<file path="config.mk">
export PLATFORM = sky130hd
export DESIGN_NAME = ex_divider
export DESIGN_NICKNAME = d
export VERILOG_FILES = /design/src/rtl/p_hardisc.sv /design/src/rtl/div_step.sv /design/src/rtl/ex_divider.sv
export SDC_FILE = /design/constraint.sdc
export NUM_CORES = 1
export LEC_CHECK = 0
export ABC_AREA = 1
export CAP_MARGIN = 20
export CELL_PAD_IN_SITES_DETAIL_PLACEMENT = 1
export CELL_PAD_IN_SITES_GLOBAL_PLACEMENT = 2
export CORE_MARGIN = 5
export CORE_UTILIZATION = 25
export DETAILED_ROUTE_END_ITERATION = 16
export PLACE_DENSITY_LB_ADDON = 0.1
export SYNTH_ARGS = -nofsm -noshare
export SYNTH_HDL_FRONTEND = slang
export SYNTH_SLANG_ARGS = --single-unit
</file>
<file path="constraint.sdc">
create_clock -name s_clk_i -period 5.3 [get_ports s_clk_i]
set_clock_uncertainty 0.15 [all_clocks]
set_input_delay 0.53 -clock s_clk_i [delete_from_list [all_inputs] [get_ports s_clk_i]]
set_output_delay 0.53 -clock s_clk_i [all_outputs]
set_load 0.02 [all_outputs]
</file>
<file path="src/rtl/p_hardisc.sv">
// Shared types and constants for the hardisc EX-stage divider.
package p_hardisc;

    typedef logic [1:0] f_part;

    typedef enum logic [1:0] {
        IDLE,
        BUSY,
        DONE
    } div_state;

    localparam f_part DIV_F_DIV  = 2'b00;
    localparam f_part DIV_F_DIVU = 2'b01;
    localparam f_part DIV_F_REM  = 2'b10;
    localparam f_part DIV_F_REMU = 2'b11;

    function automatic logic [31:0] neg32(input logic [31:0] v);
        return ~v + 32'd1;
    endfunction

endpackage

</file>
<file path="src/rtl/div_step.sv">
// One radix-2 restoring division iteration on a {remainder, quotient} pair.
module div_step (
    input  logic [31:0] rem_i,
    input  logic [31:0] quo_i,
    input  logic [31:0] divisor_i,
    output logic [31:0] rem_o,
    output logic [31:0] quo_o
);

    logic [32:0] shifted;
    logic [32:0] diff;
    logic        ge;

    always_comb begin
        shifted = {rem_i, quo_i[31]};
        diff    = shifted - {1'b0, divisor_i};
        // A set top bit means the shifted remainder already exceeds any 32-bit divisor.
        ge      = shifted[32] | ~diff[32];
        rem_o   = ge ? diff[31:0] : shifted[31:0];
        quo_o   = {quo_i[30:0], ge};
    end

endmodule

</file>
<file path="src/rtl/ex_divider.sv">
// Iterative DIV/DIVU/REM/REMU unit in EX; stalls the front end until the result
// is taken by the EX/MA register.
module ex_divider
    import p_hardisc::*;
#(
    parameter bit FAST_SPECIAL = 1'b1
) (
    input  logic        s_clk_i,
    input  logic        s_resetn_i,
    input  logic        s_start_i,
    input  logic        s_flush_i,
    input  logic [1:0]  s_f_i,
    input  logic [31:0] s_operand1_i,
    input  logic [31:0] s_operand2_i,
    input  logic [3:0]  s_fwd_i,
    input  logic [31:0] s_exma_val_i,
    input  logic [31:0] s_mawb_val_i,
    input  logic        s_ack_i,
    output logic        s_busy_o,
    output logic        s_valid_o,
    output logic [31:0] s_result_o
);

    div_state    state_q, state_d;
    logic [4:0]  cnt_q, cnt_d;
    logic [31:0] rem_q, rem_d;
    logic [31:0] quo_q, quo_d;
    logic [31:0] dvs_q, dvs_d;
    logic        neg_quo_q, neg_quo_d;
    logic        neg_rem_q, neg_rem_d;
    logic        rem_sel_q, rem_sel_d;
    logic [31:0] result_q, result_d;

    logic [31:0] op1, op2;
    logic [31:0] abs1, abs2;
    logic        is_signed, is_rem;
    logic        sign1, sign2;
    logic        div_zero, overflow;
    logic [31:0] step_rem, step_quo;
    logic [31:0] quo_fin, rem_fin;

    div_step u_div_step (
        .rem_i     (rem_q),
        .quo_i     (quo_q),
        .divisor_i (dvs_q),
        .rem_o     (step_rem),
        .quo_o     (step_quo)
    );

    // Operand resolution: MA forwarding wins over WB.
    always_comb begin
        op1 = s_fwd_i[0] ? s_exma_val_i : (s_fwd_i[2] ? s_mawb_val_i : s_operand1_i);
        op2 = s_fwd_i[1] ? s_exma_val_i : (s_fwd_i[3] ? s_mawb_val_i : s_operand2_i);

        is_signed = (s_f_i == DIV_F_DIV) || (s_f_i == DIV_F_REM);
        is_rem    = (s_f_i == DIV_F_REM) || (s_f_i == DIV_F_REMU);

        sign1 = is_signed & op1[31];
        sign2 = is_signed & op2[31];
        abs1  = sign1 ? neg32(op1) : op1;
        abs2  = sign2 ? neg32(op2) : op2;

        div_zero = (op2 == 32'd0);
        overflow = is_signed && (op1 == 32'h8000_0000) && (op2 == 32'hFFFF_FFFF);

        quo_fin = neg_quo_q ? neg32(step_quo) : step_quo;
        rem_fin = neg_rem_q ? neg32(step_rem) : step_rem;
    end

    always_comb begin
        state_d   = state_q;
        cnt_d     = cnt_q;
        rem_d     = rem_q;
        quo_d     = quo_q;
        dvs_d     = dvs_q;
        neg_quo_d = neg_quo_q;
        neg_rem_d = neg_rem_q;
        rem_sel_d = rem_sel_q;
        result_d  = result_q;
        s_busy_o  = 1'b0;
        s_valid_o = 1'b0;

        case (state_q)
            IDLE: begin
                s_busy_o = s_start_i;
                if (s_start_i && !s_flush_i) begin
                    rem_d     = 32'd0;
                    quo_d     = abs1;
                    dvs_d     = abs2;
                    neg_quo_d = (sign1 ^ sign2) & ~div_zero;
                    neg_rem_d = sign1;
                    rem_sel_d = is_rem;
                    cnt_d     = 5'd31;
                    if (FAST_SPECIAL && (div_zero || overflow)) begin
                        if (div_zero) begin
                            result_d = is_rem ? op1 : 32'hFFFF_FFFF;
                        end else begin
                            result_d = is_rem ? 32'd0 : 32'h8000_0000;
                        end
                        state_d = DONE;
                    end else begin
                        state_d = BUSY;
                    end
                end
            end
            BUSY: begin
                s_busy_o = 1'b1;
                rem_d    = step_rem;
                quo_d    = step_quo;
                cnt_d    = cnt_q - 5'd1;
                if (cnt_q == 5'd0) begin
                    result_d = rem_sel_q ? rem_fin : quo_fin;
                    state_d  = DONE;
                end
            end
            DONE: begin
                s_valid_o = 1'b1;
                s_busy_o  = ~s_ack_i;
                if (s_ack_i) begin
                    state_d = IDLE;
                end
            end
            default: state_d = IDLE;
        endcase

        if (s_flush_i) begin
            state_d   = IDLE;
            s_busy_o  = 1'b0;
            s_valid_o = 1'b0;
        end
    end

    always_ff @(posedge s_clk_i or negedge s_resetn_i) begin
        if (!s_resetn_i) begin
            state_q   <= IDLE;
            cnt_q     <= 5'd0;
            rem_q     <= 32'd0;
            quo_q     <= 32'd0;
            dvs_q     <= 32'd0;
            neg_quo_q <= 1'b0;
            neg_rem_q <= 1'b0;
            rem_sel_q <= 1'b0;
            result_q  <= 32'd0;
        end else begin
            state_q   <= state_d;
            cnt_q     <= cnt_d;
            rem_q     <= rem_d;
            quo_q     <= quo_d;
            dvs_q     <= dvs_d;
            neg_quo_q <= neg_quo_d;
            neg_rem_q <= neg_rem_d;
            rem_sel_q <= rem_sel_d;
            result_q  <= result_d;
        end
    end

    assign s_result_o = result_q;

endmodule

</file>
; Word level (Yosys, flattened, before mapping)
; Index checks and enable logic that the tools add are counted.
[totals]
ff_bits = 138
wordCells = 88
[classes]
addsub = 6
n_eq_ne = 12
mux = 33
bitwise_logic = 12
reduce_logical = 16
[ops]
columns = op, count
row1 = 32-bit 2-to-1 mux, 18
row2 = 32-bit case mux with 2 select lines, 3
row3 = "32-bit by 1-bit adder with 32-bit output, second input constant", 4
row4 = 32-bit inverter, 4
row5 = "32-bit equality test, second input constant", 2
row6 = 33-bit by 32-bit subtractor with 33-bit output, 1
row7 = 32-bit logical NOT, 1
row8 = 2-bit 2-to-1 mux, 5
row9 = 5-bit case mux with 2 select lines, 1
row10 = "3-bit inequality test, second input constant", 3
row11 = "2-bit equality test, second input constant", 3
row12 = "2-bit inequality test, second input constant", 3
row13 = 2-bit case mux with 3 select lines, 1
row14 = 5-bit logical NOT, 1
row15 = 5-bit 2-to-1 mux, 1
row16 = "5-bit by 1-bit subtractor with 5-bit output, second input constant", 1
row17 = 2-bit logical NOT, 2
row18 = 2-bit AND reduction, 2
row19 = 4-bit AND reduction, 1
row20 = 1-bit bitwise AND, 3
row21 = 1-bit logical AND, 3
row22 = 1-bit logical OR, 3
row23 = 1-bit 2-to-1 mux, 3
row24 = 1-bit inverter, 3
row25 = other kinds (7), 7

; Depth between registers and ports, before layout
[logic_depth]
ltp_word = 10
depth_mapped = 30
ltp_nobuf = 29

; By module
; From an unflattened synthesis, not the netlist that was laid out.
[hier_totals]
hier_cells = 2657
area_unflattened_um2 = 15023.2
[modules_own_cells]
columns = mod, instances, cells_per_inst, area_each_um2, seq_area_each_um2
row1 = ex_divider, 1, 1953, 11653.7, 3453.3
row2 = div_step, 1, 704, 3369.5, 0.0

; Least setup slack after synthesis
; Ideal clock, no wire load.
[synth_timing]
path_kind = register to register
from = register quo_q[31]
to = register result_q[30] (netlist: s_result_o[30])
arrival_ps = 3641
path_slack_ps = 1393
stages_incl_launch_ff = 31
path_cell_list = dfrtp_1 -> inv_1 -> ha_1 -> fa_1 -> inv_1 -> nand2_1 -> nand2_1 -> nand3_2 -> nand2_2 -> nand2_2 -> nand2_2 -> nand2_4 -> nand2_4 -> inv_2 -> buf_2 -> ha_1 -> nand2_1 -> nor3_1 -> nand3_1 -> inv_1 -> nand3_1 -> nor3_1 -> nand4_1 -> o21ai_0 -> o21ai_0 -> o21ai_0 -> a21oi_1 -> nor2_1 -> nand2_1 -> nand2_1 -> nand2_1
[synth_via]
elab_chain_len = 10
elab_cells_between_ends = 13
cone_classes = add/sub (3) / mux (6) / bitwise (4)
[synth_lines]
columns = item, line
row1 = from (decl), ex_divider.sv:27  ; logic [31:0] quo_q, quo_d;
row2 = from (signal assigned), ex_divider.sv:148  ; quo_q <= quo_d;
row3 = 33-bit by 32-bit subtractor with 33-bit output, div_step.sv:16  ; diff = shifted - {1'b0, divisor_i};
row4 = 1-bit inverter, div_step.sv:18  ; ge = shifted[32] | ~diff[32];
row5 = 1-bit bitwise OR, div_step.sv:18
row6 = 32-bit 2-to-1 mux, div_step.sv:19  ; rem_o = ge ? diff[31:0] : shifted[31:0];
row7 = 32-bit inverter, p_hardisc.sv:18  ; return ~v + 32'd1;
row8 = 32-bit by 1-bit adder with 32-bit output, p_hardisc.sv:18
row9 = 32-bit 2-to-1 mux, ex_divider.sv:67  ; rem_fin = neg_rem_q ? neg32(step_rem) : step_rem;
row10 = 32-bit 2-to-1 mux (*), ex_divider.sv:112  ; result_d = rem_sel_q ? rem_fin : quo_fin;
row11 = 32-bit 2-to-1 mux (*), ex_divider.sv:111  ; if (cnt_q == 5'd0) begin
row12 = 32-bit case mux with 2 select lines (*), ex_divider.sv:83  ; case (state_q)
row13 = to (signal assigned), ex_divider.sv:153  ; result_q <= result_d;
row14 = to (decl), ex_divider.sv:32  ; logic [31:0] result_q, result_d;
; Mark *: on every way between the ends. The rest lies on a longest branch, timed or not. The select of a mux whose other input is x is not followed.
; A chain may end at the register's enable or synchronous reset.

; Final worst setup path
[layout_timing]
from = register quo_q[31]
to = register result_q[14] (netlist: s_result_o[14])
; The elaborated chain is that of the path after synthesis.

==> results by group <==
Outcome
  – Status: finished, final reports clean

Detailed routing
  – Wirelength per Cell: 22.1 um
  – Vias per inst: 4.89
  – Detail Route Antenna Nets: 0
  – Drt first pass iters: 5
  – Vias: 15700
  – Number of remaining DRC errors: 0
  – DR iter-0 viols: 729
  – Drt total wl: 70.6 mm

Die
  – Core ar.: 0.0561 mm^2
  – Starting Density: 25.1%
  – Die H: 247 um
  – Die area: 0.0611 mm^2
  – Die width: 247 um
  – Num ports: 173
  – Row Count: 87

Power
  – Comb pwr share: 74.2%
  – P_sw: 0.00734 W
  – Clk pwr share: 9.8%
  – Maximum VDD drop: 330 uV
  – Sequential Power Share: 16.0%
  – Sw Ratio: 60.1%
  – Leak Pwr: 8.28 nW
  – Internal power: 0.00487 W
  – Pwr Density: 709 mW/mm^2

STA
  – Unrepaired setup endpoints after global routing: no
  – Final period util: 93.4%
  – Worst-Margin Slew: 1.08 ns
  – Final WS setup: 0.352 ns
  – Final setup viols: 0
  – Fmax: 202 MHz
  – Setup TNS: 0 ns
  – Final Hold Fails: 0
  – Pins over their slew limit: 0
  – Hold slack final: 0.328 ns
  – Relative slew margins: 27.0%
  – Fin crit period: 4.95 ns

Clock tree
  – CTS tree: built
  – Clk slew on worst S/H paths: 0.07 ns
  – Root Driver: clkbuf_16
  – H-tree levels: 4
  – CTS sink cnt: 138
  – Num CTS Buffers: 17
  – Bufs on Longest Clock Path: 2
  – Skew-Pair Late Insertion Delay: 0.48 ns

Setup path
  – Worst EP required: 5.53 ns
  – Critical path type: reg2reg
  – CP arrival: 5.17 ns
  – RR Startpoint: quo_q[31]
  – Crit. Startpoint: quo_q[31]
  – Worst-path fanout max: 39
  – CP Launch Type: flip-flop
  – CP endpoint kind: flip-flop

Synthesis
  – Syn Inst Count: 2288
  – Share of the synthesized area in the top cell type: 24.6%
  – Number of synthesized flops with an enable pin: 0
  – Simple-Gate Fraction of Synth Area: 37.8%
  – Post-synthesis mux area share: 0%
  – Largest family of logic cells by synthesized area: simple AND/OR/NAND/NOR gates
  – Most common cell in the netlist: nand2_1
  – XOR/XNOR share of the synthesized area: 4.17%
  – Register area share after synthesis: 24.6%
  – Compound-Gate Fraction of Synth Area: 17.5%
  – Synth warn: 0
  – Ys async rst share: 100%
  – Unique masters post-synth: 61
  – Main flop type after synthesis: dfrtp_1
  – Mean Syn Cell Area: 6.14 um^2
  – #FFs+latches synth: 138
  – Synthesized Nets: 2467
  – Ranking of synthesized cells by area: dfrtp_1 (25%), nand2_1 (18%), inv_1 (8.4%)
  – Area share of fa/ha/maj cells after synthesis: 3.61%
  – Mapped Area: 0.0141 mm^2
  – Most instantiated cells after synthesis: nand2_1 (675), inv_1 (315), nand3_1 (184)
  – Area leader, netlist: dfrtp_1

Cells and area
  – Layout Utilization: 30.7%
  – Net count, final: 2609
  – N_diodes: 0
  – Layout cell share with drive strength beyond 1: 8.27%
  – Area added between synthesis and finish: 22.4%
  – Filler Cells Inserted: 7207

Placement
  – RePlAce Congestion: 0.861
  – Place WS: 0.293 ns
  – PortBufs: 172
  – Post-DP HPWL: 57.7 mm

Global route
  – Global-route wire length before repair: 106 mm
  – GR Overflow Total: 0
  – Largest net degree at the start of global routing: 78
  – Vias in the first global route: 16400
  – GRT Overall Usage: 23.1%
  – Initial antenna violation count: 0

Min path
  – Critical hold path startpoint: cnt_q[4]
  – Hold WC Path Type: reg2reg

Run
  – Max_cap viols: 0
final timing paths:
kind,to,slack (ns),cells past startpoint
worst max-delay path,s_result_o[14],0.35,25
worst min-delay path,cnt_q[4],0.33,1
worst max register to register,s_result_o[14],0.35,25
worst min register to register,cnt_q[4],0.33,1
max in group asynchronous,rem_sel_q,3.34,3
min in group asynchronous,rem_q[29],0.53,2
kinds of logic (layout without fill, tap and decap cells):
group / Yosys count / count (layout)
simple gates: 1197 / 1197
buf+inv: 430 / 585
compound gates: 416 / 416
flops: 138 / 138
xor+xnor: 67 / 67
fa+ha+maj: 40 / 40
placed cells by master, fill, tap and decap left out, types with 7 or more instances in the layout:
cell             synthesis  final
a21oi_1                 70     70
a31oi_1                 10     10
buf_4                    2     42
clkbuf_16                0     17
clkdlybuf4s50_1          0    171
dfrtp_1                138    137
ha_1                    39     39
inv_1                  315    315
inv_2                   19     19
nand2_1                675    675
nand2_2                 24     24
nand2_4                  8      8
nand3_1                184    183
nand4_1                 29     29
nor2_1                 154    152
nor2_2                  18     19
nor2_4                   6      7
nor3_1                  35     34
o211ai_1                44     44
o21ai_0                173    173
o21ai_1                 43     43
o221ai_1                29     29
o22ai_1                 16     16
or2_1                    9      9
or2_2                   21     21
xnor2_1                 11     11
xor2_1                  56     56
power by group through the flow:
stage / Clock, W / Sequential, W / Combinational (W)
2_1_floorplan: 0 / 0.00195 / 0.00579
3_3_place_gp: 0 / 0.00197 / 0.00893
3_5_place_dp: 0 / 0.00197 / 0.00901
4_1_cts: 0.00124 / 0.00196 / 0.00905
5_1_grt: 0.00127 / 0.00201 / 0.0100
6_report: 0.00120 / 0.00196 / 0.00905
area by class of cell:
cell class | count | area (um^2) | area share [%]
Clock buffer | 20 | 437 | 2.54
Tap cell | 756 | 946 | 5.50
Inverter | 336 | 1260 | 7.34
Timing Repair Buffer | 217 | 2100 | 12.2
Clock inverter | 12 | 118 | 0.683
Multi-Input combinational cell | 1720 | 8890 | 51.7
Sequential cell | 138 | 3450 | 20.1
what timing repair did:
action                                  4_1_cts  5_1_grt
hold buffers                                  1        0
resized for setup                             0        1
endpoints found under the hold margin         8        0
endpoints found under the setup margin        0        4
setup buffers                                 0        4
per-stage QoR:
stage                     area, um^2  std cells  power [W]
after floorplan                14100       2288    0.00774
after global placement         16600       3161     0.0109
after detailed placement       16600       3161     0.0110
after CTS                      17100       3194     0.0123
after global routing           17200       3199     0.0133
final                          17200       3199     0.0122
routing by layer:
metal,track usage [%],wire length (um),vias to the layer above,part of all wire [%]
met5,0,0,-,0
met4,6.53,1660,0,2.3
met3,2.91,2230,63,3.2
met2,39.6,34000,269,48
met1,30.6,32800,7622,46
li1,-,-,7702,-
state kept, by name, indices dropped and copies added, names as in the netlist:
register / flops
state_q: 2
s_result_o: 32
quo_q: 32
dvs_q: 32
rem_sel_q: 1
cnt_q: 5
neg_quo_q: 1
rem_q: 32
neg_rem_q: 1
critical path: stages, from the launching register on:
cell     delay (ns)
dfrtp_1        0.41
inv_1          0.12
ha_1           0.24
fa_1           0.42
inv_1          0.15
nand2_1        0.07
nand2_1        0.09
nand3_2        0.08
nand2_2        0.14
nand2_2        0.07
nand2_2        0.09
nand2_4        0.16
nand2_4        0.10
buf_4          0.51
nand2_1        0.14
nand2_2        0.18
ha_1           0.26
nand2_4        0.09
nor2_8         0.10
nand3_4        0.10
nand2_2        0.11
nand2_1        0.11
o21ai_0        0.46
nand3_1        0.27
nand3_1        0.13
nand2_1        0.05
No activity file was read; power rests on OpenSTA's default activity.
